**src/rtl/branch_resolve_bht.sv**
```systemverilog
// Branch resolution and 2-bit BHT prediction unit.
// Resolves conditional branches in EX from the ALU flags and raises a one-cycle
// flush with a redirect PC on a mispredict. Also holds the bimodal predictor
// that fetch uses, plus saturating branch and mispredict statistics.
module branch_resolve_bht #(
    parameter int WIDTH   = 32,
    parameter int ENTRIES = 16,
    parameter int CW      = 16
) (
    input  logic             clk,
    input  logic             rst_n,
    input  logic [WIDTH-1:0] if_pc,
    input  logic             if_is_branch,
    input  logic [WIDTH-1:0] if_target,
    output logic             pred_taken,
    output logic [WIDTH-1:0] pred_next_pc,
    input  logic             ex_valid,
    input  logic [2:0]       ex_funct3,
    input  logic             ex_z_flag,
    input  logic             ex_o_flag,
    input  logic [WIDTH-1:0] ex_pc,
    input  logic [WIDTH-1:0] ex_target,
    input  logic             ex_pred_taken,
    output logic             flush,
    output logic [WIDTH-1:0] redirect_pc,
    output logic [CW-1:0]    branch_cnt,
    output logic [CW-1:0]    mispred_cnt
);

    localparam int IDX = $clog2(ENTRIES);

    logic [1:0]     bht [ENTRIES];
    logic [IDX-1:0] if_idx;
    logic [IDX-1:0] ex_idx;
    logic           act;
    logic           legal;
    logic           upd;
    logic           mp;

    // Word-aligned PCs: drop the two byte-offset bits before indexing.
    assign if_idx = if_pc[IDX+1:2];
    assign ex_idx = ex_pc[IDX+1:2];

    // Fetch-side prediction sees the table before any same-cycle update.
    assign pred_taken   = if_is_branch & bht[if_idx][1];
    assign pred_next_pc = pred_taken ? if_target : if_pc + WIDTH'(4);

    // Decode actual branch outcome from funct3 and ALU flags.
    always_comb begin
        act   = 1'b0;
        legal = 1'b1;
        case (ex_funct3)
            3'b000:  act = ex_z_flag;
            3'b001:  act = ~ex_z_flag;
            3'b100:  act = ex_o_flag;
            3'b101:  act = ~ex_o_flag;
            3'b110:  act = ex_o_flag;
            3'b111:  act = ~ex_o_flag;
            default: legal = 1'b0;
        endcase
    end

    // An EX branch seen while flushing is wrong-path and must not train anything.
    assign upd = ex_valid & ~flush & legal;
    assign mp  = upd & (act != ex_pred_taken);

    // Train the 2-bit saturating counter of the resolving branch.
    always_ff @(posedge clk) begin
        if (!rst_n) begin
            for (int i = 0; i < ENTRIES; i++) bht[i] <= 2'b01;
        end else if (upd) begin
            if (act && bht[ex_idx] != 2'b11)
                bht[ex_idx] <= bht[ex_idx] + 2'd1;
            else if (!act && bht[ex_idx] != 2'b00)
                bht[ex_idx] <= bht[ex_idx] - 2'd1;
        end
    end

    // One-cycle flush pulse; redirect_pc keeps its value between mispredicts.
    always_ff @(posedge clk) begin
        if (!rst_n) begin
            flush       <= 1'b0;
            redirect_pc <= '0;
        end else begin
            flush <= mp;
            if (mp) redirect_pc <= act ? ex_target : ex_pc + WIDTH'(4);
        end
    end

    // Saturating statistics counters.
    always_ff @(posedge clk) begin
        if (!rst_n) begin
            branch_cnt  <= '0;
            mispred_cnt <= '0;
        end else begin
            if (upd && branch_cnt != {CW{1'b1}})  branch_cnt  <= branch_cnt + CW'(1);
            if (mp && mispred_cnt != {CW{1'b1}})  mispred_cnt <= mispred_cnt + CW'(1);
        end
    end

endmodule
```
**config.mk**
```make
export PLATFORM = sky130hd
export DESIGN_NAME = branch_resolve_bht
export DESIGN_NICKNAME = d
export VERILOG_FILES = /design/src/rtl/branch_resolve_bht.sv
export SDC_FILE = /design/constraint.sdc
export NUM_CORES = 1
export LEC_CHECK = 0
export BUFFER_PORTS_ARGS = -buffer_cell sky130_fd_sc_hd__buf_4
export CORE_MARGIN = 2
export CORE_UTILIZATION = 50
export CTS_CLUSTER_DIAMETER = 60
export DETAILED_ROUTE_END_ITERATION = 12
export PLACE_DENSITY = 0.77
export SYNTH_ARGS = -nofsm -noshare
export SYNTH_HDL_FRONTEND = slang
export SYNTH_SLANG_ARGS = --single-unit
```
**constraint.sdc**
```tcl
create_clock -name clk -period 2.89 [get_ports clk]
set_input_delay 0 -clock clk [delete_from_list [all_inputs] [get_ports clk]]
set_output_delay 0 -clock clk [all_outputs]
set_load 0.05 [all_outputs]
```
After elaboration in Yosys (flattened, before gate mapping)
Memories as Yosys holds them, arrays and structs flattened.
Index checks and enable logic that the tools add are counted.
- mux-type cells: 18
- equal/unequal tests: 9
- reductions and logical operators: 11
- $add $sub $neg: 6
- bitwise gates (word level): 8
- operators by type and width (operator ; number):
    $add A32 B3 Y32 const B ; 2
    $mux W32 ; 2
    $add A16 B1 Y16 const B ; 2
    $ne A16 B16 Y1 const B ; 2
    $eq A3 B3 Y1 const B ; 4
    $mux W1 ; 12
    $reduce_or A2 Y1 ; 3
    $reduce_or A6 Y1 ; 1
    $and A1 B1 Y1 ; 4
    $logic_and A1 B1 Y1 ; 4
    $mux W2 ; 2
    $mux W4 ; 1
    $pmux W1 S4 ; 1
    $eq A3 B1 Y1 const B ; 1
    $logic_not A3 Y1 ; 1
    $not A1 Y1 ; 3
    $add A2 B1 Y2 const B ; 1
    $ne A2 B2 Y1 const B ; 1
    $reduce_bool A2 Y1 ; 1
    $sub A2 B1 Y2 const B ; 1
    $logic_not A1 Y1 ; 1
    $ne A1 B1 Y1 ; 1
    $or A1 B1 Y1 ; 1
- input bits: 138
- register bits after elaboration: 65
- memories kept: 1
- word-level logic and storage cells: 57
- output and inout bits: 98
- bits in writable memories: 32
- memories (memory ; depth ; width ; rd ports ; clocked after memory_dff ; wr ports ; line ; source):
    bht ; 16 ; 2 ; 2 ; 0 ; 16 ; 32 ; logic [1:0] bht [ENTRIES];

Longest topological paths before layout
Gate-level depths: netlist of run 1.
- depth after elaboration: 13
- mapped depth: 8

Worst setup path before layout of run 1
No wires, ideal clock.
- kind: input-to-output
- start point: input if_pc[2]
- end point: output pred_next_pc[17]
- arrival: 2886 ps
- data required time: 2890 ps
- stages: 6
- buffers on the path: 1
- slack: 4 ps
- cells stage by stage: clkbuf_1 mux4_2 mux4_2 nand2_1 inv_1 o21ai_0
- cells in the longest elaborated chain, start to end: 3
- elaborated cells on any way between the ends: 4
- those cells by class: add/sub (1); mux (1); bitwise (1); memory (1)
- ends and longest elaborated chain (what ; line ; source):
    from (decl) ; 12 ; input logic [WIDTH-1:0] if_pc,
    $mem_v2 Z16 W2 ; - ;
    $and A1 B1 Y1 ; 45 ; assign pred_taken = if_is_branch & bht[if_idx][1];
    named net pred_taken ; 15 ; output logic pred_taken,
    $mux W32 ; 46 ; assign pred_next_pc = pred_taken ? if_target : if_pc + WIDTH'(4);
    to (decl) ; 16 ; output logic [WIDTH-1:0] pred_next_pc,
The timed path passes the listed nets, and every way through them passes these cells.

==> results of run 1 <==
[per-layer routing]
metal,part of all wire,vias up
li1,-,3196
met1,0.39,3049
met2,0.48,316
met3,0.10,45
met4,0.027,0
met5,0,-
[through the flow]
step,hold slack (ps),utilization,cell area [um2],power (mW),instances
2_1_floorplan,159,-,6300,2.24,759
3_3_place_gp,271,0.673,8180,2.66,1129
3_5_place_dp,287,0.673,8180,2.66,1129
4_1_cts,1.99,0.719,8740,3.98,1168
5_1_grt,14.7,0.719,8740,4.13,1168
6_report,7.94,0.719,8740,3.99,1168
[state kept, by name (all words and copies together), names as in the netlist]
| register | cells |
|---|---|
| branch_cnt | 16 |
| bht | 32 |
| flush | 1 |
| redirect_pc | 32 |
| mispred_cnt | 16 |
[cells by family (layout without fill, tap and decap cells)]
kind of cell,Yosys count,count (layout),synth area share
AOI/OAI and AO/OA,128,128,0.122
xor gates and xnor gates,80,80,0.111
adders and majority gates,7,7,0.0139
buffers and inverters,60,301,0.0403
DFF,97,97,0.359
muxes,28,28,0.0747
and+or+nand+nor,359,359,0.278
[worst max-delay path, stage by stage (launching register included)]
cell	delay (ps)
edfxtp_1	430
mux4_2	470
mux4_2	470
nand2_2	300
buf_12	250
nor2_1	60
a21oi_1	150
buf_4	220
[cell usage after synthesis, types with 3 or more instances]
cell | instances | area (um2)
nor2_1 | 100 | 375
nand2_1 | 89 | 334
dfxtp_1 | 65 | 1300
nand3_1 | 59 | 295
a21oi_1 | 54 | 270
xor2_1 | 44 | 385
xnor2_1 | 36 | 315
edfxtp_1 | 32 | 961
clkbuf_1 | 28 | 105
nand4_1 | 28 | 175
and3_1 | 21 | 131
o21ai_0 | 19 | 95.1
o21ai_1 | 15 | 75.1
inv_1 | 14 | 52.6
mux4_2 | 12 | 270
nor3_1 | 12 | 60.1
mux2i_1 | 11 | 110
and4_1 | 9 | 78.8
and2_1 | 8 | 50.1
buf_2 | 8 | 40.0
o211ai_1 | 8 | 60.1
ha_1 | 7 | 87.6
or3_1 | 7 | 43.8
o221ai_1 | 6 | 52.6
a211o_1 | 5 | 43.8
a31oi_1 | 5 | 31.3
buf_1 | 5 | 18.8
nand2_2 | 5 | 31.3
nand2b_1 | 5 | 31.3
a311oi_1 | 3 | 26.3
buf_4 | 3 | 22.5
[cell type report]
class | instances | area [um2]
clock inverter | 4 | 55.1
inverter | 15 | 56.3
fill | 970 | 3420
tap | 168 | 210
timing repair buffer | 270 | 2100
multi-input combinational | 602 | 3780
sequential | 97 | 2260
clock buffer | 12 | 278
[worst paths after layout]
kind / from / endpoint
worst min-delay path: ex_pc[16] / redirect_pc[16]
worst max-delay path: bht[4][1] / pred_next_pc[16]
worst min register to register: redirect_pc[6] / redirect_pc[6]
worst max register to register: flush / redirect_pc[0]
[report_power, final]
part,leakage (nW),switching [mW],internal [mW]
clock,0.161,0.538,0.776
sequential,0.801,0.0362,1.46
combinational,2.59,0.741,0.437
[layout by cell type (no fill, tap or decap), types with 6 or more instances in the layout]
| cell | instances |
|---|---|
| nand4_1 | 28 |
| mux4_2 | 12 |
| o221ai_1 | 6 |
| nand3_1 | 59 |
| and4_1 | 9 |
| dfxtp_1 | 65 |
| dlygate4sd3_1 | 23 |
| o21ai_0 | 19 |
| inv_1 | 14 |
| mux2i_1 | 11 |
| o21ai_1 | 15 |
| and2_1 | 8 |
| buf_4 | 246 |
| ha_1 | 7 |
| and3_1 | 21 |
| a21oi_1 | 54 |
| o211ai_1 | 8 |
| nand2_2 | 6 |
| xor2_1 | 44 |
| or3_1 | 7 |
| nor2_1 | 100 |
| nand2_1 | 88 |
| nor3_1 | 12 |
| edfxtp_1 | 32 |
| clkbuf_16 | 10 |
| xnor2_1 | 36 |
[repair_timing]
item / 4_1_cts / 5_1_grt
endpoints found under the hold margin: 19 / 0
hold buffers: 23 / 0
endpoints found under the setup margin: 0 / 0
==> impl_results.md, run 1 <==
- Crit path required time: around 2900 ps
- Synth Register Bits: 97
- Type of origin of the critical path: register
- Synth Instances: 759
- # diodes: 0
- Syn nets: 904
- Worst setup margin: a little under 200 ps
- Initial Utilization: 0.518
- Grt ovf: 0
- Largest net degree at the start of global routing: 48
- Final GP Congestion: 0.961
- CP Capture Type: output port
- DRC viols: 0
- DR iter-0 viols: 422
- First-pass GRT wire length: 30400 um
- Max_cap viols: 0
- Status: completed
- Root buffer cell: clkbuf_16
- CTS resizes: 0
- Worst Hold Depth: 4
- Pre-antenna DRT Iters: 5
- Total negative slack: 0 ps
- Worst slew pin tran: 682 ps
- Top_reg_cell synth: dfxtp_1
- Ys async rst share: 0
- CTS tree: yes
- Die H: 116 um
- GR Util met2: 0.477
- Lkg Pwr: 3.56 nW
- # clock sinks: 97
- Core area: 0.0122 mm2
- Final Skew: 6.85 ps
- Slew margin rel.: 0.544
- Row Count: 40
- Crit path time final: 2700 ps
- RSZ-0062 raised after global routing: false
- Worst skew pair latency: 350 ps
- Avg Cell Area, Syn: between 8 and 9 um2
- Fraction of layout cells with a size suffix above 1: 0.293
- Final net count: 1140
- Post-synth EDFFs: 32
- Port Buffers: 235
- M1 GR Usage: 0.351
- Post-route ant nets: 0
- Hold Crit Class: in -> reg
- CTS buffer count: 9
- Die area: approximately 0.014 mm2
- Pre-CTS setup slack: between 400 and 500 ps
- Power Density: between 400 and 500 mW/mm2
- Crit Path Class: reg -> out
- GRT Total Usage: 0.284
- Fin. Hold Viols: 0
- Total of warnings raised by yosys: 0
- Worst-case clock buffer depth: 2
- Worst vdd ir: 0.290 mV
- Die width: roughly 120 um
- Setup bufs post-CTS: 0
- Worst Reg-to-Reg Cells: 6
- Syn Std Cell Area: 0.00630 mm2
- Via Count: 6606
- Worst Path Max Fanout: 42
- Layout area overhead: 38.8%
- Critical path arrival: 2700 ps
- Met3 usage: 0.0789
- GRT Max-Usage Layer: met2
- Seq/Total Area, Yosys: 0.359
- Number of global-route vias before repair: 6133
- Setup violators final: 0
- Netlist cell types: 59
- Fin. max-slew vios: 0
- Flop2flop setup slack: 220 ps
- Fmax achieved: 371 MHz
- H-tree levels: 3
- DP HPWL: around 15000 um
- DR vias/cell: 5.66
- Final WL: 19400 um
- DR WL/cell: 16.7 um
- Antenna violations before repair: 0
- CTS clk-pin slew, worst paths: approximately 70 ps
- I/O pins: 236
- Final worst path period share: 0.933
No activity file was read; power rests on OpenSTA's default activity.
==> run 2: changes to the inputs <==
--- a/config.mk
+++ b/config.mk
@@ -6,8 +6,10 @@
 export NUM_CORES = 1
 export LEC_CHECK = 0
 export BUFFER_PORTS_ARGS = -buffer_cell sky130_fd_sc_hd__buf_4
+export CELL_PAD_IN_SITES_DETAIL_PLACEMENT = 0
+export CELL_PAD_IN_SITES_GLOBAL_PLACEMENT = 1
 export CORE_MARGIN = 2
-export CORE_UTILIZATION = 50
+export CORE_UTILIZATION = 36
 export CTS_CLUSTER_DIAMETER = 60
 export DETAILED_ROUTE_END_ITERATION = 12
 export PLACE_DENSITY = 0.77
==> impl_results.md, run 2 (same netlist as run 1, synthesis figures left out) <==
- Via Count: 6363 (-3.7%)
- Worst slew pin tran: 852 ps (+170 ps)
- Core area: 0.0172 mm2 (+41%)
- RSZ-0062 raised after global routing: false
- DR WL/cell: 16.6 um (-0.50%)
- # clock sinks: 97 (unchanged)
- Port Buffers: 235 (unchanged)
- Buf+Inv Stages, Crit Path: 2 (unchanged)
- CP Capture Type: output port
- Die width: 136 um (+17%)
- Layout area overhead: 40.4%
- Initial Utilization: 0.367 (-0.151)
- Fin. Hold Viols: 0 (unchanged)
- Final GP Congestion: 0.822 (-14%)
- Final Skew: 6.64 ps (-0.210 ps)
- Worst vdd ir: 0.306 mV (+5.7%)
- Clk pwr share: 0.315 (-0.015)
- Final worst path period share: 0.901 (-0.0315)
- Worst Path Max Fanout: 21 (-50%)
- Commonest non-fill, non-tap cells in the layout: 249 x buf_4, 100 x nor2_1, 88 x nand2_1
- Fraction of layout cells with a size suffix above 1: 0.294 (+0.00123)
- Crit path time final: 2600 ps (-91.1 ps)
- Status: completed
- Util after Layout: 0.515 (-0.204)
- Crit path required time: 2890 ps (about the same)
- I/O pins: 236 (unchanged)
- Power Density: 443 mW/mm2 (-2.8%)
- Internal power: 2.58 mW (-3.4%)
- Pre-antenna DRT Iters: 5 (unchanged)
- Die area: 0.0186 mm2 (+37%)
- Final net count: 1146 (+0.53%)
- CTS buffer count: 9 (unchanged)
- # diodes: 0 (unchanged)
- CTS clk-pin slew, worst paths: 70 ps (about the same)
- Max_cap viols: 0 (unchanged)
- Sw Share: 0.341 (+0.0112)
- GRT Total Usage: 0.219 (-0.0646)
- Final instance area: 0.00884 mm2 (+1.1%)
- Type of origin of the critical path: register
- Root buffer cell: clkbuf_16
- Pwr Total: 3.92 mW (-1.7%)
- Largest regs: bht x32, redirect_pc x32
- Top cell family by delay on the critical path: multiplexers
- Delay of the slowest critical-path stage: 520 ps (+50 ps)
- Grt ovf: 0 (unchanged)
- DR vias/cell: 5.17 (-8.6%)
- Critical path arrival: 2600 ps (-100 ps)
- Largest net degree at the start of global routing: 39 (-19%)
- Post-route ant nets: 0 (unchanged)
- Flop2flop setup slack: 390 ps (+170 ps)
- Worst path cell trace: mux4_2 -> mux4_2 -> nand2_4 -> buf_4 -> nor2_1 -> a21oi_1 -> buf_4
- Fmax achieved: 384 MHz (+3.5%)
- FILL cells: 1675 (+73%)
- Total negative slack: 0 ps (unchanged)
- Combinational Power Share: 0.304 (+0.009)
- Lkg Pwr: 3.57 nW (+0.26%)
- Slew margin rel.: 0.431 (-0.114)
- DR iter-0 viols: 217 (-49%)
- Fin. max-slew vios: 0 (unchanged)
- Sequential power share: 0.381 (+0.006)
- Setup bufs post-CTS: 0 (unchanged)
- Hold Crit Class: in -> reg
- Worst setup margin: 286 ps (+91.1 ps)
- Die H: 136 um (+17%)
- Switching power: 1.34 mW (+1.6%)
- Number of global-route vias before repair: 6125 (-0.13%)
- Pre-CTS setup slack: 389 ps (-21.9 ps)
- DRC viols: 0 (unchanged)
- Setup violators final: 0 (unchanged)
- H-tree levels: 3 (unchanged)
- Worst-case clock buffer depth: 2 (unchanged)
- Final WL: 20400 um (+4.9%)
- Dpl cell area: 0.00827 mm2 (+1.1%)
- First-pass GRT wire length: 32200 um (+5.8%)
- Most common cell after layout, fill and taps aside: buf_4
- DP HPWL: 15700 um (+8.1%)
- Worst skew pair latency: 340 ps (about the same)
- Row Count: 48 (+20%)
- CP max-delay cell: mux4_2
- Antenna violations before repair: 0 (unchanged)
- Crit Path Class: reg -> out
- CTS tree: yes
==> run 2: cell type report <==
class / instances / area, um2 / area share
clock inverters: 7 / 76.3 / 0.00863
multi-input cells: 602 / 3790 / 0.429
clock buffers: 9 / 225 / 0.0255
flip-flops and latches: 97 / 2260 / 0.256
well taps: 225 / 282 / 0.0318
repair buffers: 276 / 2150 / 0.243
inverters: 15 / 56.3 / 0.00637
==> run 2: power by group through the flow <==
stage / Sequential [mW] / Combinational [mW] / Clock, mW
after floorplan: 1.66 / 0.581 / 0
after global placement: 1.52 / 1.16 / 0
after detailed placement: 1.52 / 1.16 / 0
after CTS: 1.49 / 1.19 / 1.25
after global routing: 1.50 / 1.28 / 1.30
final: 1.49 / 1.19 / 1.23
==> run 2: repair_timing <==
item | CTS | global route
endpoints found under the setup margin | 0 | 2
hold buffers | 26 | 0
gates resized for setup | 0 | 1
hold endpoints to repair | 23 | 0
==> run 2: layer usage <==
metal | up-vias | track usage | share of wire
met2 | 263 | 0.383 | 0.48
li1 | 3208 | - | -
met5 | - | 0 | 0
met1 | 2877 | 0.256 | 0.40
met4 | 0 | 0.0515 | 0.011
met3 | 15 | 0.0790 | 0.11
==> run 2: path summary, 6_finish.rpt <==
kind / start / endpoint / cells past startpoint
max: bht[15][1] / pred_next_pc[8] / 7
min: ex_target[11] / redirect_pc[11] / 5
max reg2reg: bht[8][1] / bht[14][1] / 6
min reg2reg: redirect_pc[6] / redirect_pc[6] / 2
==> run 2: metrics by stage <==
step | std cells | hold slack, ps
after detailed placement | 1189 | 281
after global placement | 1189 | 277
final | 1231 | 3.11
after floorplan | 759 | 159
after global routing | 1231 | 23.3
after CTS | 1231 | 0.0185
==> run 2: worst reg2reg max path, stage by stage (launching register included) <==
cell and delay (ps):
edfxtp_1 400, mux4_2 490, mux2_4 290, or2_0 230
mux4_2 560, nand2_2 140, o21ai_1 110
